**src/rtl/i2c_xfer_sequencer_if.sv**
```systemverilog
// Bus port between the transaction sequencer and the memory-mapped I2C IO block.
// The sequencer is the master; the IO block (or its model) is the slave.
interface i2c_xfer_sequencer_if;
  logic        bus_cs;
  logic        bus_read;
  logic        bus_write;
  logic [4:0]  bus_addr;
  logic [31:0] bus_wdata;
  logic [31:0] bus_rdata;

  modport master (
    output bus_cs, bus_read, bus_write, bus_addr, bus_wdata,
    input  bus_rdata
  );

  modport slave (
    input  bus_cs, bus_read, bus_write, bus_addr, bus_wdata,
    output bus_rdata
  );
endinterface

```
**src/rtl/i2c_xfer_sequencer.sv**
```systemverilog
// Register-level I2C transaction engine: turns one register read/write request
// into the START/address/register/data/STOP command sequence on the IO block bus.
//
// state      | meaning
// -----------+---------------------------------------------------------------
// S_IDLE     | waiting for req; request fields latched on acceptance
// S_SET_FREQ | one-cycle write of the SCL divider (addr 0)
// S_ISSUE    | one-cycle write of the current step's command (addr 1)
// S_HOLD     | HOLD idle cycles so the IO block can drop rdy
// S_POLL     | reading addr 1 until rdy; ACK check, data capture, step advance
// S_DONE     | one-cycle done pulse, then back to idle
module i2c_xfer_sequencer #(
  parameter int TIMEOUT = 4096,
  parameter int HOLD    = 2
) (
  input  logic                        clk,
  input  logic                        rst,
  input  logic                        req_i,
  input  logic                        rnw_i,
  input  logic [6:0]                  dev_addr_i,
  input  logic [7:0]                  reg_addr_i,
  input  logic [7:0]                  wdata_i,
  input  logic [1:0]                  freq_i,
  output logic                        busy_o,
  output logic                        done_o,
  output logic [1:0]                  err_code_o,
  output logic [7:0]                  rdata_o,
  i2c_xfer_sequencer_if.master        bus
);

  localparam logic [2:0] CMD_START   = 3'd0;
  localparam logic [2:0] CMD_WR      = 3'd1;
  localparam logic [2:0] CMD_RD      = 3'd2;
  localparam logic [2:0] CMD_STOP    = 3'd3;
  localparam logic [2:0] CMD_RESTART = 3'd4;

  localparam logic [1:0] ERR_OK       = 2'd0;
  localparam logic [1:0] ERR_NACK_DEV = 2'd1;
  localparam logic [1:0] ERR_NACK_DAT = 2'd2;
  localparam logic [1:0] ERR_TIMEOUT  = 2'd3;

  // One down-counter serves both the HOLD wait and the poll timeout.
  localparam int CNT_MAX = (TIMEOUT > HOLD) ? TIMEOUT : HOLD;
  localparam int CW      = $clog2(CNT_MAX) + 1;

  typedef enum logic [2:0] {
    S_IDLE,
    S_SET_FREQ,
    S_ISSUE,
    S_HOLD,
    S_POLL,
    S_DONE
  } state_t;

  state_t          state_q, state_d;
  logic [2:0]      step_q, step_d;
  logic [CW-1:0]   cnt_q, cnt_d;
  logic [1:0]      err_q, err_d;
  logic [7:0]      rdata_q, rdata_d;
  logic [4:0]      bus_addr_q, bus_addr_d;
  logic [31:0]     bus_wdata_q, bus_wdata_d;

  logic            rnw_q;
  logic [6:0]      dev_q;
  logic [7:0]      reg_q;
  logic [7:0]      wbyte_q;
  logic [1:0]      freq_q;

  logic            cs_strobe, rd_strobe, wr_strobe;
  logic            accept;
  logic [10:0]     cur_cmd;
  logic [2:0]      cur_op;
  logic [2:0]      stop_step;
  logic            is_addr_step;
  logic            rdy, ack;
  logic [7:0]      dout;
  logic            unused_rdata_bits;

  // Command word {op, din} for each step of the write or read sequence.
  function automatic logic [10:0] step_cmd(
    input logic [2:0] step,
    input logic       rnw,
    input logic [6:0] dev,
    input logic [7:0] ra,
    input logic [7:0] wb
  );
    logic [10:0] c;
    case (step)
      3'd0:    c = {CMD_START, 8'h00};
      3'd1:    c = {CMD_WR, dev, 1'b0};
      3'd2:    c = {CMD_WR, ra};
      3'd3:    c = rnw ? {CMD_RESTART, 8'h00} : {CMD_WR, wb};
      3'd4:    c = rnw ? {CMD_WR, dev, 1'b1} : {CMD_STOP, 8'h00};
      3'd5:    c = {CMD_RD, 8'h01};
      default: c = {CMD_STOP, 8'h00};
    endcase
    return c;
  endfunction

  assign rdy  = bus.bus_rdata[8];
  assign ack  = bus.bus_rdata[9];
  assign dout = bus.bus_rdata[7:0];
  assign unused_rdata_bits = ^bus.bus_rdata[31:10];

  assign accept       = (state_q == S_IDLE) && req_i;
  assign cur_cmd      = step_cmd(step_q, rnw_q, dev_q, reg_q, wbyte_q);
  assign cur_op       = cur_cmd[10:8];
  assign stop_step    = rnw_q ? 3'd6 : 3'd4;
  assign is_addr_step = (step_q == 3'd1) || (rnw_q && (step_q == 3'd4));

  // Next-state, strobe and status logic for the command sequencer.
  always_comb begin
    state_d     = state_q;
    step_d      = step_q;
    cnt_d       = cnt_q;
    err_d       = err_q;
    rdata_d     = rdata_q;
    bus_addr_d  = bus_addr_q;
    bus_wdata_d = bus_wdata_q;
    cs_strobe   = 1'b0;
    rd_strobe   = 1'b0;
    wr_strobe   = 1'b0;

    case (state_q)
      S_IDLE: begin
        if (req_i) begin
          state_d = S_SET_FREQ;
          step_d  = 3'd0;
          err_d   = ERR_OK;
        end
      end

      S_SET_FREQ: begin
        cs_strobe   = 1'b1;
        wr_strobe   = 1'b1;
        bus_addr_d  = 5'd0;
        bus_wdata_d = {30'd0, freq_q};
        state_d     = S_ISSUE;
      end

      S_ISSUE: begin
        cs_strobe   = 1'b1;
        wr_strobe   = 1'b1;
        bus_addr_d  = 5'd1;
        bus_wdata_d = {21'd0, cur_cmd};
        cnt_d       = CW'(HOLD - 1);
        state_d     = S_HOLD;
      end

      S_HOLD: begin
        if (cnt_q == '0) begin
          cnt_d   = CW'(TIMEOUT - 1);
          state_d = S_POLL;
        end else begin
          cnt_d = cnt_q - CW'(1);
        end
      end

      S_POLL: begin
        cs_strobe  = 1'b1;
        rd_strobe  = 1'b1;
        bus_addr_d = 5'd1;
        if (rdy) begin
          if ((cur_op == CMD_WR) && ack) begin
            err_d   = is_addr_step ? ERR_NACK_DEV : ERR_NACK_DAT;
            step_d  = stop_step;
            state_d = S_ISSUE;
          end else if (cur_op == CMD_STOP) begin
            state_d = S_DONE;
          end else begin
            if (cur_op == CMD_RD) begin
              rdata_d = dout;
            end
            step_d  = step_q + 3'd1;
            state_d = S_ISSUE;
          end
        end else if (cnt_q == '0) begin
          // Abandon the transfer without STOP: the IO block is not answering.
          err_d   = ERR_TIMEOUT;
          state_d = S_DONE;
        end else begin
          cnt_d = cnt_q - CW'(1);
        end
      end

      S_DONE: begin
        state_d = S_IDLE;
      end

      default: begin
        state_d = S_IDLE;
      end
    endcase
  end

  // State, counters, status and held bus address/data registers.
  always_ff @(posedge clk or posedge rst) begin
    if (rst) begin
      state_q     <= S_IDLE;
      step_q      <= 3'd0;
      cnt_q       <= '0;
      err_q       <= ERR_OK;
      rdata_q     <= 8'h00;
      bus_addr_q  <= 5'd0;
      bus_wdata_q <= 32'd0;
    end else begin
      state_q     <= state_d;
      step_q      <= step_d;
      cnt_q       <= cnt_d;
      err_q       <= err_d;
      rdata_q     <= rdata_d;
      bus_addr_q  <= bus_addr_d;
      bus_wdata_q <= bus_wdata_d;
    end
  end

  // Request fields are captured once on acceptance so later input changes are ignored.
  always_ff @(posedge clk or posedge rst) begin
    if (rst) begin
      rnw_q   <= 1'b0;
      dev_q   <= 7'd0;
      reg_q   <= 8'd0;
      wbyte_q <= 8'd0;
      freq_q  <= 2'd0;
    end else if (accept) begin
      rnw_q   <= rnw_i;
      dev_q   <= dev_addr_i;
      reg_q   <= reg_addr_i;
      wbyte_q <= wdata_i;
      freq_q  <= freq_i;
    end
  end

  assign bus.bus_cs    = cs_strobe;
  assign bus.bus_read  = rd_strobe;
  assign bus.bus_write = wr_strobe;
  assign bus.bus_addr  = bus_addr_d;
  assign bus.bus_wdata = bus_wdata_d;

  assign busy_o     = (state_q != S_IDLE);
  assign done_o     = (state_q == S_DONE);
  assign err_code_o = err_q;
  assign rdata_o    = rdata_q;

endmodule

```
**src/flat_wrapper.sv**
```systemverilog
// flat-port wrapper written by rule: the top's interface ports become plain ports
module i2c_xfer_sequencer_flat 
#(
  parameter int TIMEOUT = 4096,
  parameter int HOLD    = 2
)
  (clk, rst, req_i, rnw_i, dev_addr_i, reg_addr_i, wdata_i, freq_i, busy_o, done_o, err_code_o, rdata_o, bus_bus_cs, bus_bus_read, bus_bus_write, bus_bus_addr, bus_bus_wdata, bus_bus_rdata);
  i2c_xfer_sequencer_if bus_i ();
  input  logic clk;
  input  logic rst;
  input  logic req_i;
  input  logic rnw_i;
  input  logic [6:0] dev_addr_i;
  input  logic [7:0] reg_addr_i;
  input  logic [7:0] wdata_i;
  input  logic [1:0] freq_i;
  output logic busy_o;
  output logic done_o;
  output logic [1:0] err_code_o;
  output logic [7:0] rdata_o;
  output wire logic [$bits(bus_i.bus_cs)-1:0] bus_bus_cs;
  output wire logic [$bits(bus_i.bus_read)-1:0] bus_bus_read;
  output wire logic [$bits(bus_i.bus_write)-1:0] bus_bus_write;
  output wire logic [$bits(bus_i.bus_addr)-1:0] bus_bus_addr;
  output wire logic [$bits(bus_i.bus_wdata)-1:0] bus_bus_wdata;
  input wire logic [$bits(bus_i.bus_rdata)-1:0] bus_bus_rdata;
  assign bus_bus_cs = bus_i.bus_cs;
  assign bus_bus_read = bus_i.bus_read;
  assign bus_bus_write = bus_i.bus_write;
  assign bus_bus_addr = bus_i.bus_addr;
  assign bus_bus_wdata = bus_i.bus_wdata;
  assign bus_i.bus_rdata = bus_bus_rdata;
  i2c_xfer_sequencer #(.TIMEOUT(TIMEOUT), .HOLD(HOLD)) u_core (.clk(clk), .rst(rst), .req_i(req_i), .rnw_i(rnw_i), .dev_addr_i(dev_addr_i), .reg_addr_i(reg_addr_i), .wdata_i(wdata_i), .freq_i(freq_i), .busy_o(busy_o), .done_o(done_o), .err_code_o(err_code_o), .rdata_o(rdata_o), .bus(bus_i));
endmodule
```
**config.mk**
```make
export PLATFORM = sky130hd
export DESIGN_NAME = i2c_xfer_sequencer_flat
export DESIGN_NICKNAME = d
export VERILOG_FILES = /design/src/rtl/i2c_xfer_sequencer_if.sv /design/src/rtl/i2c_xfer_sequencer.sv /design/src/flat_wrapper.sv
export SDC_FILE = /design/constraint.sdc
export NUM_CORES = 1
export LEC_CHECK = 0
export CAP_MARGIN = 20
export CORE_MARGIN = 5
export CORE_UTILIZATION = 35
export DETAILED_ROUTE_END_ITERATION = 10
export PLACE_DENSITY = 0.66
export SYNTH_ARGS = -nofsm -noshare
export SYNTH_HDL_FRONTEND = slang
export SYNTH_SLANG_ARGS = --single-unit
```
**constraint.sdc**
```tcl
create_clock -name clk -period 7.85 [get_ports clk]
set_input_delay 1.57 -clock clk [delete_from_list [all_inputs] [get_ports clk]]
set_output_delay 1.57 -clock clk [all_outputs]
set_load 0.02 [all_outputs]
```
==> out/results.tsv, run 1 <==
stage	metric	value	unit
critical_path	crit_required	6280	ps
drt	routed_wl	10190	um
layout	diodes	0	
drt	drt_iter0_drc	218	
grt	grt_max_degree	65	
synth	synth_seq_cells	92	
layout	design_area	0.005542	mm2
sta	tns	0	ps
synth	seq_area_frac_synth	55.71	%
place	dp.cells	635	
synth	syn_nets	488	
clock_tree	clk_latency	340	ps
place	dp_slack	3598	ps
layout	nets	572	
clock_tree	cts.path.max_buffers	2	
synth	synth_area	0.004133	mm2
clock_tree	clock-sinks	92	
sta	finalCriticalPeriod	4670	ps
sta	relSlewSlack	31.42	%
drt	drc	0	
die	die_w	118.7	um
clock_tree	cts-resized-gates	0	
grt	grt_overflow	0	
layout	area_growth	34.09	%
synth	yosys_most_used_dff	dfrtp_1	
grt	grt_usage	15.15	%
clock_tree	cts_root_buf	clkbuf_16	
die	num_io_pins	113	
critical_path	cp.arrival	3100	ps
power_and_ir_drop	p_total	1.690	mW
clock_tree	path_clk_slew	60	ps
clock_tree	cts_setup_buffers	0	
clock_tree	hold_buffers	0	
synth	ys_async_sr_fraction	100.0	%
die	die_y	118.7	um
sta	post-route-period-util	59.50	%
sta	rsz0062_at_grt	false	
synth	synth_commonest_cells	nand2_1, dfrtp_1, o21ai_0	
die	row_count	39	
sta	setup_violations	0	
sta	final_hold_viol_count	0	
place	dpl.hpwl	7078	um
synth	ys_types	49	
place	portBuffers	90	
job	drv_cap	0	
critical_path	crit_type	reg -> out	
status	status	completed	
synth	synth_area_leaders	dfrtp_1, nand2_1, and2_1	
place	gp_congestion	0.8156	
synth	yosysWarnings	0	
synth	synth_edf_count	0	
sta	fmax	214.1	MHz
grt	antenna_found_initial	0	
drt	via_per_inst	5.115	
sta	fin_ws	3180	ps
sta	finalMaxSlewViolations	0	
layout	drive_above_1_share	8.055	%
power_and_ir_drop	power_density	305.0	mW/mm2
place	postPlaceCellArea	0.005166	mm2
grt	grt_pass1_vias	3496	
grt	grt_pass1_wl	17390	um
die	die_area	0.01408	mm2
drt	ant_nets	0	
power_and_ir_drop	irDropWorstVdd	0.0001395	V
synth	yosysTopAreaCell	dfrtp_1	
layout	final_cells	652	
synth	synth_top_area_share	55.71	%
worst_hold_path	hp-class	reg -> reg	
critical_path	cp-start-kind	flip-flop	
critical_path	end_kind	primary output	
sta	skew	6.743	ps
die	initial_core_util	35.89	%
synth	post_synth.cell_area_avg	9.840	um2
critical_path	cp_max_fo	8	
sta	worst_pin_slew	1029	ps
drt	wl_per_cell	15.63	um
die	core_area	0.01152	mm2
drt	vias	3335	
synth	netlist_instances	420	
clock_tree	cts_tree	yes	
power_and_ir_drop	p_leak	2.556	nW
clock_tree	cts_made_buffers	9	
clock_tree	h-tree-depth	3	
synth	synth.most_common_cell	nand2_1	
drt	drtPass1Iterations	5	
==> kinds of logic after synthesis <==
family	count (synthesis)	synth area share (%)
AO/OA/AOI/OAI	89	14.17
XOR/XNOR	1	0.2120
adder cells (fa/ha/maj)	7	2.119
buffers and inverters	38	3.723
flip-flops	92	55.71
multiplexers	12	3.179
AND/OR/NAND/NOR	181	20.89
==> critical path, cell delays in order, from the launching register on <==
cell and delay (ps):
dfrtp_1 420, inv_1 120, ha_1 250, nor2b_1 600, o41ai_1 120, buf_4 190, o21ai_0 380, clkdlybuf4s50_1 690
==> per-layer routing <==
layer | track usage [%] | vias to the layer above | wire length [um]
met4 | 4.055 | 0 | 104
met5 | 0 | - | 0
met3 | 5.014 | 9 | 645
met1 | 18.85 | 1608 | 4422
met2 | 25.36 | 98 | 5017
li1 | - | 1620 | -
==> cells in the final DEF (no fill, tap or decap), types with 5 or more instances in the layout <==
| cell | count |
|---|---|
| ha_1 | 7 |
| nor3_1 | 10 |
| nand2b_1 | 6 |
| dfrtp_1 | 92 |
| inv_1 | 15 |
| nor2b_1 | 6 |
| clkbuf_16 | 9 |
| and2_1 | 23 |
| a222oi_1 | 7 |
| nor2_1 | 15 |
| a22oi_1 | 5 |
| clkdlybuf4s50_1 | 90 |
| o21ai_0 | 27 |
| a21oi_1 | 21 |
| nand2_1 | 98 |
| mux2_2 | 9 |
==> state kept, by name, indices dropped and copies added (netlist names) <==
signal,cells
u_core.wbyte_q,8
u_core.dev_q,7
u_core.freq_q,2
u_core.rnw_q,1
u_core.reg_q,8
u_core.bus_addr_q,5
u_core.err_code_o,2
u_core.rdata_o,8
u_core.cnt_q,13
u_core.step_q,3
u_core.state_q,3
u_core.bus_wdata_q,32
==> final timing paths <==
kind                                          startpoint                          endpoint  slack (ps)  depth (start not counted)
max                         u_core.step_q[0]$_DFFE_PP0P_                  bus_bus_wdata[4]        3180                          7
min                        u_core.wbyte_q[1]$_DFFE_PP0P_     u_core.wbyte_q[1]$_DFFE_PP0P_         480                          2
max reg2reg                  u_core.cnt_q[0]$_DFFE_PP0P_       u_core.cnt_q[0]$_DFFE_PP0P_        4980                          7
min reg2reg                u_core.wbyte_q[1]$_DFFE_PP0P_     u_core.wbyte_q[1]$_DFFE_PP0P_         480                          2
max in group asynchronous                            rst   u_core.bus_wdata_q[7]$_DFF_PP0_        5600                          4
min in group asynchronous                            rst  u_core.bus_wdata_q[29]$_DFF_PP0_        1620                          3
==> metrics by stage <==
stage,hold WS [ps],utilization (%)
final,481.0,48.12
after global routing,498.0,48.12
after CTS,482.9,47.88
after detailed placement,464.0,44.86
after global placement,456.6,44.62
after floorplan,444.6,-
==> final cells by class <==
type | instances | area (um2)
Multi-Input combinational cell | 290 | 1677
Sequential cell | 92 | 2302
Timing Repair Buffer | 94 | 970.9
Fill cell | 1075 | 5974
Inverter | 17 | 65.06
Clock inverter | 6 | 108.9
Clock buffer | 10 | 239.0
Tap cell | 143 | 178.9
==> where the power goes <==
| part | internal [mW] | switching (mW) | leakage (nW) |
|---|---|---|---|
| Sequential | 0.589 | 0.0958 | 1.22 |
| Clock | 0.320 | 0.185 | 0.173 |
| Combinational | 0.222 | 0.279 | 1.17 |
No activity file was read; power rests on OpenSTA's default activity.
==> run 2: changes to the inputs <==
--- a/config.mk
+++ b/config.mk
@@ -9,7 +9,7 @@
 export CORE_MARGIN = 5
 export CORE_UTILIZATION = 35
 export DETAILED_ROUTE_END_ITERATION = 10
-export PLACE_DENSITY = 0.66
+export PLACE_DENSITY = 0.69
 export SYNTH_ARGS = -nofsm -noshare
 export SYNTH_HDL_FRONTEND = slang
 export SYNTH_SLANG_ARGS = --single-unit
==> constraint.sdc (replaced) <==
create_clock -name clk -period 4 [get_ports clk]
set_input_delay 0.8 -clock clk [delete_from_list [all_inputs] [get_ports clk]]
set_output_delay 0.8 -clock clk [all_outputs]
set_load 0.02 [all_outputs]
==> run 2 against run 1 <==
Net effect: highest routed layer unchanged; via count shrank 0.12%; routed wire length down 1.9%; power up 87%; register-to-register slack got worse by 3800 ps; setup slack worse by 2800 ps; utilization shrank 0.27 points.
==> out/results.tsv, run 2 (synthesis gave the netlist of run 1 again) <==
stage	metric	value	unit
critical_path	crit_type	reg -> out	
critical_path	cp-start-kind	flip-flop	
place	dp_slack	565.1	ps
drt	via_per_inst	5.101	
critical_path	cpPeakStageDelay	690	ps
clock_tree	clock-sinks	92	
drt	vias	3331	
drt	drt_iter0_drc	143	
clock_tree	hold_buffers	0	
layout	mostFrequentLayoutCell	nand2_1	
sta	fmax	272.5	MHz
clock_tree	path_clk_slew	60	ps
place	dpl.hpwl	7143	um
grt	grt_max_degree	56	
sta	final_hold_viol_count	0	
sta	tns	0	ps
critical_path	crit_required	3200	ps
grt	antenna_found_initial	0	
layout	regMostFlops	u_core.bus_wdata_q	
layout	diodes	0	
clock_tree	clk_latency	340	ps
sta	worst_pin_slew	970.1	ps
die	row_count	39	
critical_path	cp_max_fo	11	
sta	finalCriticalPeriod	3669	ps
drt	drc	0	
critical_path	worstPathCellList	inv_1, ha_1, nor2b_2, a222oi_1, o21ai_0, clkdlybuf4s50_1	
power_and_ir_drop	irDropWorstVdd	0.0002804	V
grt	use_met2	23.16	%
drt	ant_nets	0	
status	status	completed	
layout	seq_area	0.002302	mm2
place	gp_congestion	0.8095	
layout	final_cell_mix	nand2_1, dfrtp_1, clkdlybuf4s50_1	
layout	area_growth	33.33	%
sta	fin_ws	330.5	ps
grt	use_met1	19.68	%
place	postPlaceCellArea	0.005174	mm2
power_and_ir_drop	p_leak	2.532	nW
drt	wl_per_cell	15.31	um
clock_tree	cts_tree	yes	
layout	drive_above_1_share	8.627	%
die	core_area	0.01152	mm2
critical_path	cp.arrival	2870	ps
die	num_io_pins	113	
grt	grt_util_met3	3.773	%
sta	post-route-period-util	91.74	%
worst_hold_path	hp-class	reg -> reg	
die	initial_core_util	35.89	%
die	die_w	118.7	um
clock_tree	cts.path.max_buffers	2	
critical_path	end_kind	primary output	
die	die_area	0.01408	mm2
layout	multi_input_area	0.001687	mm2
die	die_y	118.7	um
clock_tree	h-tree-depth	3	
grt	busiest_layer	met2	
sta	whs	478.0	ps
clock_tree	cts_root_buf	clkbuf_16	
grt	grt_pass1_wl	16960	um
layout	largest_reg_flops	32	
sta	skew	5.189	ps
drt	routed_wl	9995	um
layout	nets	574	
layout	design_area	0.005510	mm2
clock_tree	cts_made_buffers	9	
grt	grt_pass1_vias	3364	
job	drv_cap	0	
grt	grt_usage	14.57	%
sta	finalMaxSlewViolations	0	
place	portBuffers	90	
grt	grt_overflow	0	
drt	drtPass1Iterations	4	
sta	rsz0062_at_grt	false	
power_and_ir_drop	power_density	573.2	mW/mm2
sta	relSlewSlack	35.32	%
layout	largestRegisters	u_core.bus_wdata_q x32, u_core.cnt_q x13	
layout	finish.utilization	47.85	%
layout	nFillCells	1065	
critical_path	cp_slowest_cell	clkdlybuf4s50_1	
sta	setup_violations	0	
## run 2: cell count changes in the layout (fill, tap and decap cells not counted), moves of 2 or more
cell        change
bufinv_16       -2
clkinv_2        -2
clkinvlp_4      +2
buf_4           +2
## run 2: area by class of cell
| cell class | count | area share [%] |
|---|---|---|
| sequential | 92 | 41.78 |
| multi-input combinational | 290 | 30.61 |
| timing repair buffer | 96 | 17.76 |
| clock buffer | 9 | 4.087 |
| tap | 143 | 3.247 |
| clock inverter | 6 | 1.340 |
| inverter | 17 | 1.181 |
## run 2: worst paths after layout
check | startpoint | end | slack (ps) | cells after the start
setup / recovery | u_core.step_q[2]$_DFFE_PP0P_ | bus_bus_wdata[1] | 330 | 6
hold / removal | u_core.reg_q[0]$_DFFE_PP0P_ | u_core.reg_q[0]$_DFFE_PP0P_ | 480 | 2
setup reg to reg | u_core.cnt_q[0]$_DFFE_PP0P_ | u_core.cnt_q[0]$_DFFE_PP0P_ | 1180 | 7
hold reg to reg | u_core.reg_q[0]$_DFFE_PP0P_ | u_core.reg_q[0]$_DFFE_PP0P_ | 480 | 2
max in group asynchronous | rst | u_core.step_q[1]$_DFFE_PP0P_ | 2660 | 4
min in group asynchronous | rst | u_core.bus_wdata_q[18]$_DFF_PP0_ | 630 | 2
## run 2: stage by stage
stage               std cells  total power [mW]
floorplan                 420             1.969
global placement          637             2.267
detailed placement        637             2.310
CTS                       652             3.179
global route              653             3.368
finish                    653             3.158
## run 2: timing repair
item / in CTS / in global routing
setup endpoints to repair: 0 / 2
buffers inserted: 0 / 0
hold endpoints to repair: 0 / 0
resized for setup: 0 / 2
## run 2: metal layers
metal  vias to the layer above  wire, um
met3                        11       490
met4                         0       117
li1                       1618         -
met2                        92      4798
met1                      1610      4588
met5                         -         0
## run 2: worst max-delay path: cells and delay by family, from the launching register on
family	cells	cell delay (ps)
adders and majority gates	1	310
buffers and inverters	2	870
DFF	1	480
AOI/OAI and AO/OA	2	500
and+or+nand+nor	1	380
## run 2: power by group
part	internal, mW	switching (mW)	total, mW
registers	1.16	0.190	1.35
logic	0.419	0.540	0.959
clock network	0.488	0.366	0.854
total	2.06	1.10	3.16
==> run 3: changes to the inputs <==
--- a/config.mk
+++ b/config.mk
@@ -9,7 +9,9 @@
 export CORE_MARGIN = 5
 export CORE_UTILIZATION = 35
 export DETAILED_ROUTE_END_ITERATION = 10
+export GPL_TIMING_DRIVEN = 0
 export PLACE_DENSITY = 0.69
+export SKIP_LAST_GASP = 1
 export SYNTH_ARGS = -nofsm -noshare
 export SYNTH_HDL_FRONTEND = slang
 export SYNTH_SLANG_ARGS = --single-unit
==> run 3 against run 2 <==
Net effect: clock power grew 2%; critical path type unchanged; utilization rose by 0.41 points; critical path depth increased by 1; highest routed layer unchanged.
==> out/results.tsv, run 3 (synthesis gave the netlist of run 1 again) <==
stage	metric	value	unit
job	drv_cap	0	
sta	post-route-period-util	95.62	%
layout	diodes	0	
power_and_ir_drop	power_density	574.2	mW/mm2
layout	largest_reg_flops	32	
critical_path	cp_max_fo	10	
die	core_area	0.01152	mm2
layout	drive_above_1_share	8.729	%
drt	drt_iter0_drc	176	
power_and_ir_drop	irDropWorstVdd	0.0002579	V
clock_tree	cts_made_buffers	9	
drt	drtPass1Iterations	7	
power_and_ir_drop	p_leak	2.549	nW
sta	setup_violations	0	
place	gp_congestion	0.8446	
sta	worst_pin_slew	647.4	ps
die	initial_core_util	35.89	%
sta	final_hold_viol_count	0	
grt	antenna_found_initial	0	
layout	mostFrequentLayoutCell	nand2_1	
clock_tree	clock-sinks	92	
worst_hold_path	whs_path_depth	1	
place	dp_slack	399.3	ps
layout	seq_area	0.002302	mm2
place	postPlaceCellArea	0.005240	mm2
sta	relSlewSlack	56.84	%
clock_tree	cts_tree	yes	
sta	finalMaxSlewViolations	0	
critical_path	r2r_cells	8	
clock_tree	cts.path.max_buffers	2	
clock_tree	cts_root_buf	clkbuf_16	
grt	grt_usage	15.36	%
layout	finish.utilization	48.26	%
clock_tree	h-tree-depth	3	
place	portBuffers	90	
place	dpl.hpwl	7666	um
clock_tree	clk_latency	350	ps
grt	grt_overflow	0	
layout	nFillCells	1086	
die	die_area	0.01408	mm2
drt	via_per_inst	5.051	
grt	grt_pass1_vias	3561	
die	row_count	39	
sta	tns	0	ps
layout	multi_input_area	0.001694	mm2
sta	fmax	261.5	MHz
layout	largestRegisters	u_core.bus_wdata_q x32, u_core.cnt_q x13	
die	die_y	118.7	um
layout	area_growth	34.48	%
die	num_io_pins	113	
critical_path	crit_required	3200	ps
drt	drc	0	
drt	routed_wl	10370	um
sta	finalCriticalPeriod	3825	ps
layout	final_cell_mix	nand2_1, dfrtp_1, clkdlybuf4s50_1	
layout	regMostFlops	u_core.bus_wdata_q	
sta	rsz0062_at_grt	true	
drt	wl_per_cell	15.47	um
critical_path	cp.arrival	3020	ps
clock_tree	path_clk_slew	70	ps
worst_hold_path	hp-class	reg -> reg	
layout	nets	590	
drt	ant_nets	0	
drt	vias	3384	
critical_path	cp-start-kind	flip-flop	
die	die_w	118.7	um
grt	grt_max_degree	54	
sta	fin_ws	175.3	ps
critical_path	crit_type	reg -> out	
sta	skew	13.37	ps
layout	design_area	0.005558	mm2
sta	whs	479.2	ps
critical_path	end_kind	primary output	
status	status	completed	
grt	grt_pass1_wl	17710	um
run 3: cell type report:
| cell class | count | share of cell area (%) |
|---|---|---|
| buffer | 20 | 1.553 |
| sequential | 92 | 41.42 |
| timing repair buffer | 92 | 16.66 |
| multi-input combinational | 290 | 30.48 |
| inverter | 17 | 1.193 |
| clock buffer | 10 | 4.120 |
| tap | 143 | 3.219 |
| clock inverter | 6 | 1.351 |
run 3: worst max-delay path: stages (launching register included):
cell	delay [ps]
dfrtp_1	370
clkbuf_1	200
inv_1	180
ha_1	310
nor2b_2	420
a222oi_1	140
o21ai_0	360
clkdlybuf4s50_1	690
run 3: final timing paths:
| check | slack [ps] | start | to |
|---|---|---|---|
| worst max register to register | 1340 | u_core.step_q[2]$_DFFE_PP0P_ | u_core.rdata_o[3]$_DFFE_PP0P_ |
| worst min register to register | 480 | u_core.bus_wdata_q[26]$_DFF_PP0_ | u_core.bus_wdata_q[26]$_DFF_PP0_ |
| max in group asynchronous | 2450 | rst | u_core.bus_wdata_q[9]$_DFF_PP0_ |
| worst max-delay path | 180 | u_core.step_q[2]$_DFFE_PP0P_ | bus_bus_wdata[4] |
| worst min-delay path | 480 | u_core.bus_wdata_q[26]$_DFF_PP0_ | u_core.bus_wdata_q[26]$_DFF_PP0_ |
| min in group asynchronous | 910 | rst | u_core.rdata_o[4]$_DFFE_PP0P_ |
run 3: repair_timing:
item / 4_1_cts / 5_1_grt
setup endpoints to repair: 0 / 9
gates resized for setup: 0 / 3
setup buffers: 0 / 0
endpoints found under the hold margin: 0 / 0
hold buffers: 0 / 0
run 3: per-layer routing:
| layer | global-route usage [%] | up-vias | routed length [um] |
|---|---|---|---|
| met2 | 24.69 | 118 | 4972 |
| met1 | 19.83 | 1592 | 4561 |
| met5 | 0 | - | 0 |
| met4 | 4.924 | 0 | 192 |
| li1 | - | 1651 | - |
| met3 | 4.823 | 23 | 639 |
run 3: report_power, final:
part / internal, mW / switching, mW / leakage (nW) / total (mW)
Clock: 0.496 / 0.374 / 0.146 / 0.869
Combinational: 0.430 / 0.569 / 1.19 / 0.999
Sequential: 1.15 / 0.169 / 1.22 / 1.32
Total: 2.08 / 1.11 / 2.55 / 3.19
run 3: stage by stage:
step	power, mW	std cells
2_1_floorplan	1.969	420
3_3_place_gp	2.288	653
3_5_place_dp	2.335	655
4_1_cts	3.214	671
5_1_grt	3.413	670
6_report	3.192	670
==> RTL edit 1 (settings of run 2) <==
`TIMEOUT` is set to 4096 in 2 places; all go to 2048.
--- a/src/rtl/i2c_xfer_sequencer.sv
+++ b/src/rtl/i2c_xfer_sequencer.sv
@@ -10,7 +10,7 @@
 // S_POLL     | reading addr 1 until rdy; ACK check, data capture, step advance
 // S_DONE     | one-cycle done pulse, then back to idle
 module i2c_xfer_sequencer #(
-  parameter int TIMEOUT = 4096,
+  parameter int TIMEOUT = 2048,
   parameter int HOLD    = 2
 ) (
   input  logic                        clk,
--- a/src/flat_wrapper.sv
+++ b/src/flat_wrapper.sv
@@ -1,7 +1,7 @@
 // flat-port wrapper written by rule: the top's interface ports become plain ports
 module i2c_xfer_sequencer_flat 
 #(
-  parameter int TIMEOUT = 4096,
+  parameter int TIMEOUT = 2048,
   parameter int HOLD    = 2
 )
   (clk, rst, req_i, rnw_i, dev_addr_i, reg_addr_i, wdata_i, freq_i, busy_o, done_o, err_code_o, rdata_o, bus_bus_cs, bus_bus_read, bus_bus_write, bus_bus_addr, bus_bus_wdata, bus_bus_rdata);
Formal check against the unedited RTL: same outputs for any inputs over 10 cycles, from zero or initial values and one cycle with rst high; that may be too few to reach the edited logic, so the function may still have changed.
==> RTL edit 1 against run 2 <==
  * Power up 16%
  * Sequential cell count down 1
  * Setup slack worse by 0.20 ns
  * Wire length down 0.19%
  * Combinational power up 52%
  * Cell area up 0.68%
  * Sequential power about the same
  * Sequential share of layout area down 0.71 points
  * Synthesized area up 1.1%
  * Clock power down 2%
  * Critical path depth unchanged
  * Maximum frequency down 5.2%
  * Critical path type unchanged
  * Largest power group is now combinational logic
  * Highest routed layer unchanged
==> RTL edit 1: results (changes against run 2) <==
[drt]
drt_iter0_markers=158  ; was 143
first_pass_iters=5  ; was 4
vias=3204  ; was 3331
drt_wl_total_um=9976  ; was 9995 µm

[sta]
finalClockSkew_ns=0.003675  ; was 0.005189 ns
fin_hold_ws_ns=0.4643  ; was 0.4780 ns
relSlewSlack_pct=48.73  ; was 35.32%

[power]
combPwrFrac_pct=40.1  ; was 30.4%
p_int_mw=2.302  ; was 2.063 mW
powerComb_mw=1.46  ; was 959 µW
vdd_drop_max_mv=0.3045  ; was 0.2804 mV
seq_power_share_pct=36.9  ; was 42.6%

[finish]
drive_above_1_share_pct=16.02  ; was 8.627%
fillerInstances=1047  ; was 1065

[setup_path]
r2r_slack_ns=1.34  ; was 1.18 ns
critPathTopFamily=simple AND/OR/NAND/NOR gates  ; was buffers and inverters
slowest_delay_ns=0.64  ; was 0.69 ns
r2r-end=u_core.cnt_q[1]  ; was u_core.cnt_q[0]
cp.arrival_ns=3.07  ; was 2.87 ns
slowest_stage=or4_1  ; was clkdlybuf4s50_1
r2r.worst_path.cells=6  ; was 7
path_max_fanout=9  ; was 11

[global_route]
grt_pass1_vias=3350  ; was 3364
grt.total_usage_pct=14.69  ; was 14.57%
grt_pass1_wl_um=16770  ; was 16960 µm

[place]
dpl_cell_area_mm2=0.005253  ; was 0.005174 mm²
dp_hpwl_um=7283  ; was 7143 µm
place_inst=594  ; was 637

[yosys]
synth-seq-area-share_pct=54.49  ; was 55.71%
yosysUniqueCellTypes=55  ; was 49
synth_area_leaders=dfrtp_1, mux2_2, and2_1, a21oi_1, ha_1  ; was dfrtp_1, nand2_1, and2_1, o21ai_0, a21oi_1
synth_nets=436  ; was 488

[worst_hold_path]
hp-start=u_core.cnt_q[11]  ; was u_core.reg_q[0]
holdPathStages=1  ; was 2

[status]
status=finished, final reports clean  ; unchanged

-- RTL edit 1: changes by cell type in the layout (fill, tap and decap cells not counted), moves of 4 or more --
| cell | before | now |
|---|---|---|
| mux2_2 | 9 | 35 |
| o22a_1 | 3 | 7 |
| inv_1 | 15 | 11 |
| buf_4 | 4 | 12 |
| a21oi_1 | 21 | 27 |
| o21ai_0 | 27 | 20 |
| nor3_1 | 10 | 6 |
| nand2_1 | 98 | 21 |
| nor2_1 | 15 | 8 |
-- RTL edit 1: how the worst max path moves through the flow --
stage               cells past startpoint                    to        startpoint  slack (ns)
finish                                  6      bus_bus_wdata[1]  u_core.step_q[0]        0.13
global placement                        7      bus_bus_wdata[8]  u_core.step_q[2]        0.52
global route                            7      bus_bus_wdata[8]  u_core.step_q[0]        0.02
CTS                                     7      bus_bus_wdata[8]  u_core.step_q[2]        0.10
floorplan                               1  u_core.bus_addr_q[0]               rst        0.84
detailed placement                      7      bus_bus_wdata[8]  u_core.step_q[2]        0.48
-- RTL edit 1: logic make-up after synthesis --
family / synth area share, %
mux: 10.87
flops: 54.49
simple gates: 13.98
xor+xnor: 0.2096
fa+ha+maj: 2.395
buf+inv: 3.682
compound gates: 14.37
-- RTL edit 1: final cells by class --
cell class | instances | area [µm²] | share of cell area (%)
flip-flops and latches | 91 | 2278 | 41.07
multi-input cells | 241 | 1750 | 31.55
repair buffers | 102 | 991.0 | 17.86
clock buffers | 11 | 242.7 | 4.375
well taps | 147 | 183.9 | 3.315
clock inverters | 4 | 51.30 | 0.9247
inverters | 13 | 50.05 | 0.9021
-- RTL edit 1: routing by layer --
metal	GRT usage (%)	part of all wire [%]	vias to the layer above
met4	4.127	1.1	0
met3	4.748	6.1	9
met1	18.63	43	1592
li1	-	-	1509
met5	0	0	-
met2	24.06	50	94
==> RTL edit 2 (settings of run 2) <==
Made on the original files. Take the reset off `bus_wdata_q` and load it in a clocked block of its own.
--- a/src/rtl/i2c_xfer_sequencer.sv
+++ b/src/rtl/i2c_xfer_sequencer.sv
@@ -202,7 +202,6 @@
       err_q       <= ERR_OK;
       rdata_q     <= 8'h00;
       bus_addr_q  <= 5'd0;
-      bus_wdata_q <= 32'd0;
     end else begin
       state_q     <= state_d;
       step_q      <= step_d;
@@ -210,8 +209,11 @@
       err_q       <= err_d;
       rdata_q     <= rdata_d;
       bus_addr_q  <= bus_addr_d;
-      bus_wdata_q <= bus_wdata_d;
     end
+  end
+
+  always_ff @(posedge clk) begin
+    bus_wdata_q <= bus_wdata_d;
   end
 
   // Request fields are captured once on acceptance so later input changes are ignored.
Function: differs if rst is asserted again (counterexample within 4 cycles, from zero or initial values and one cycle with rst high); with rst held inactive, the same outputs for 10 cycles.
==> RTL edit 2 against run 2 <==
  * Wire length fell by 0.42%
  * Setup slack got worse by 0.062 ns
  * Sequential cell count did not move
  * Clock power fell by 2%
  * Critical endpoint is now bus_bus_wdata[6]
  * Critical path type unchanged
  * Power rose by 5.9%
  * Cell area fell by 1.9%
  * Synthesized area fell by 1.1%
==> RTL edit 2: results (changes against run 2) <==
[sta]
finalClockSkew_ns=0.008099  ; was 0.005189 ns
relSlewSlack_pct=40.11  ; was 35.32%

[drt]
first_pass_iters=5  ; was 4
met1_length_um=4446  ; was 4588 µm
met2RoutedLength_um=5048  ; was 4798 µm
drt_iter0_markers=197  ; was 143
drt_wl_total_um=9953  ; was 9995 µm

[yosys]
synth-async-reset-ratio_pct=65.22  ; was 100.0%
synth_nets=500  ; was 488
synth-seq-area-share_pct=52.42  ; was 55.71%
avgSynthCellArea_um2=9.459  ; was 9.840 µm²
yosysUniqueCellTypes=52  ; was 49
synthTopCellsByCount=nand2_1, dfrtp_1, dfxtp_1  ; was nand2_1, dfrtp_1, o21ai_0
synth_area_leaders=dfrtp_1, dfxtp_1, nand2_1, and2_1, o21ai_0  ; was dfrtp_1, nand2_1, and2_1, o21ai_0, a21oi_1

[place]
place_congestion=0.8051  ; was 0.8095
pre_cts_ws_ns=0.6930  ; was 0.5651 ns
dpl_cell_area_mm2=0.005090  ; was 0.005174 mm²

[global_route]
grt_max_degree=39  ; was 56
grt.total_usage_pct=14.31  ; was 14.57%
gr-usage-met1_pct=18.42  ; was 19.68%
grt_pass1_wl_um=16740  ; was 16960 µm
grt_pass1_vias=3377  ; was 3364
use_met2_pct=24.26  ; was 23.16%

[finish]
drive_above_1_share_pct=9.195  ; was 8.627%
fillerInstances=1099  ; was 1065
finalNetCount=585  ; was 574

[power]
vdd_drop_max_mv=0.2243  ; was 0.2804 mV
p_leak_nw=2.363  ; was 2.532 nW

[worst_hold_path]
holdPathStages=1  ; was 2

[setup_path]
r2r.worst_path.cells=5  ; was 7
cp.arrival_ns=2.93  ; was 2.87 ns
slowest_delay_ns=0.59  ; was 0.69 ns

[status]
status=finished, final reports clean  ; unchanged

-- RTL edit 2: changes by cell type after synthesis, sizes merged, moves of 4 or more --
cell          run 2  this run
dfrtp            92        60
nor2             15        22
inv              17        13
dfxtp             0        32
o21ai            27        31
-- RTL edit 2: power breakdown --
group	switching, mW	leakage [nW]	internal [mW]	total [mW]
logic	0.662	1.18	0.492	1.15
registers	0.194	1.03	1.16	1.35
clock network	0.394	0.148	0.443	0.837
total	1.25	2.36	2.10	3.35
-- RTL edit 2: cell families after synthesis --
kind of cell | after synthesis | share of synthesized area [%]
buf+inv | 36 | 4.164
fa+ha+maj | 7 | 2.143
mux | 11 | 2.939
flops | 92 | 52.42
compound gates | 94 | 15.74
simple gates | 191 | 22.38
xor+xnor | 1 | 0.2144
-- RTL edit 2: area by class of cell --
| class | count | area (µm²) | share of cell area, % |
|---|---|---|---|
| flip-flops and latches | 92 | 2142 | 39.64 |
| multi-input cells | 304 | 1774 | 32.83 |
| repair buffers | 97 | 960.9 | 17.78 |
| clock buffers | 9 | 225.2 | 4.168 |
| well taps | 143 | 178.9 | 3.311 |
| clock inverters | 7 | 73.82 | 1.366 |
| inverters | 13 | 48.80 | 0.9030 |
-- RTL edit 2: final timing paths --
kind	startpoint	to	slack [ns]
setup / recovery	u_core.step_q[2]	bus_bus_wdata[6]	0.27
hold / removal	u_core.bus_wdata_q[20]	u_core.bus_wdata_q[20]	0.46
setup reg to reg	u_core.state_q[2]	u_core.rdata_o[6]	1.28
hold reg to reg	u_core.bus_wdata_q[20]	u_core.bus_wdata_q[20]	0.46
max in group asynchronous	rst	u_core.dev_q[5]	2.34
min in group asynchronous	rst	u_core.rdata_o[1]	0.95
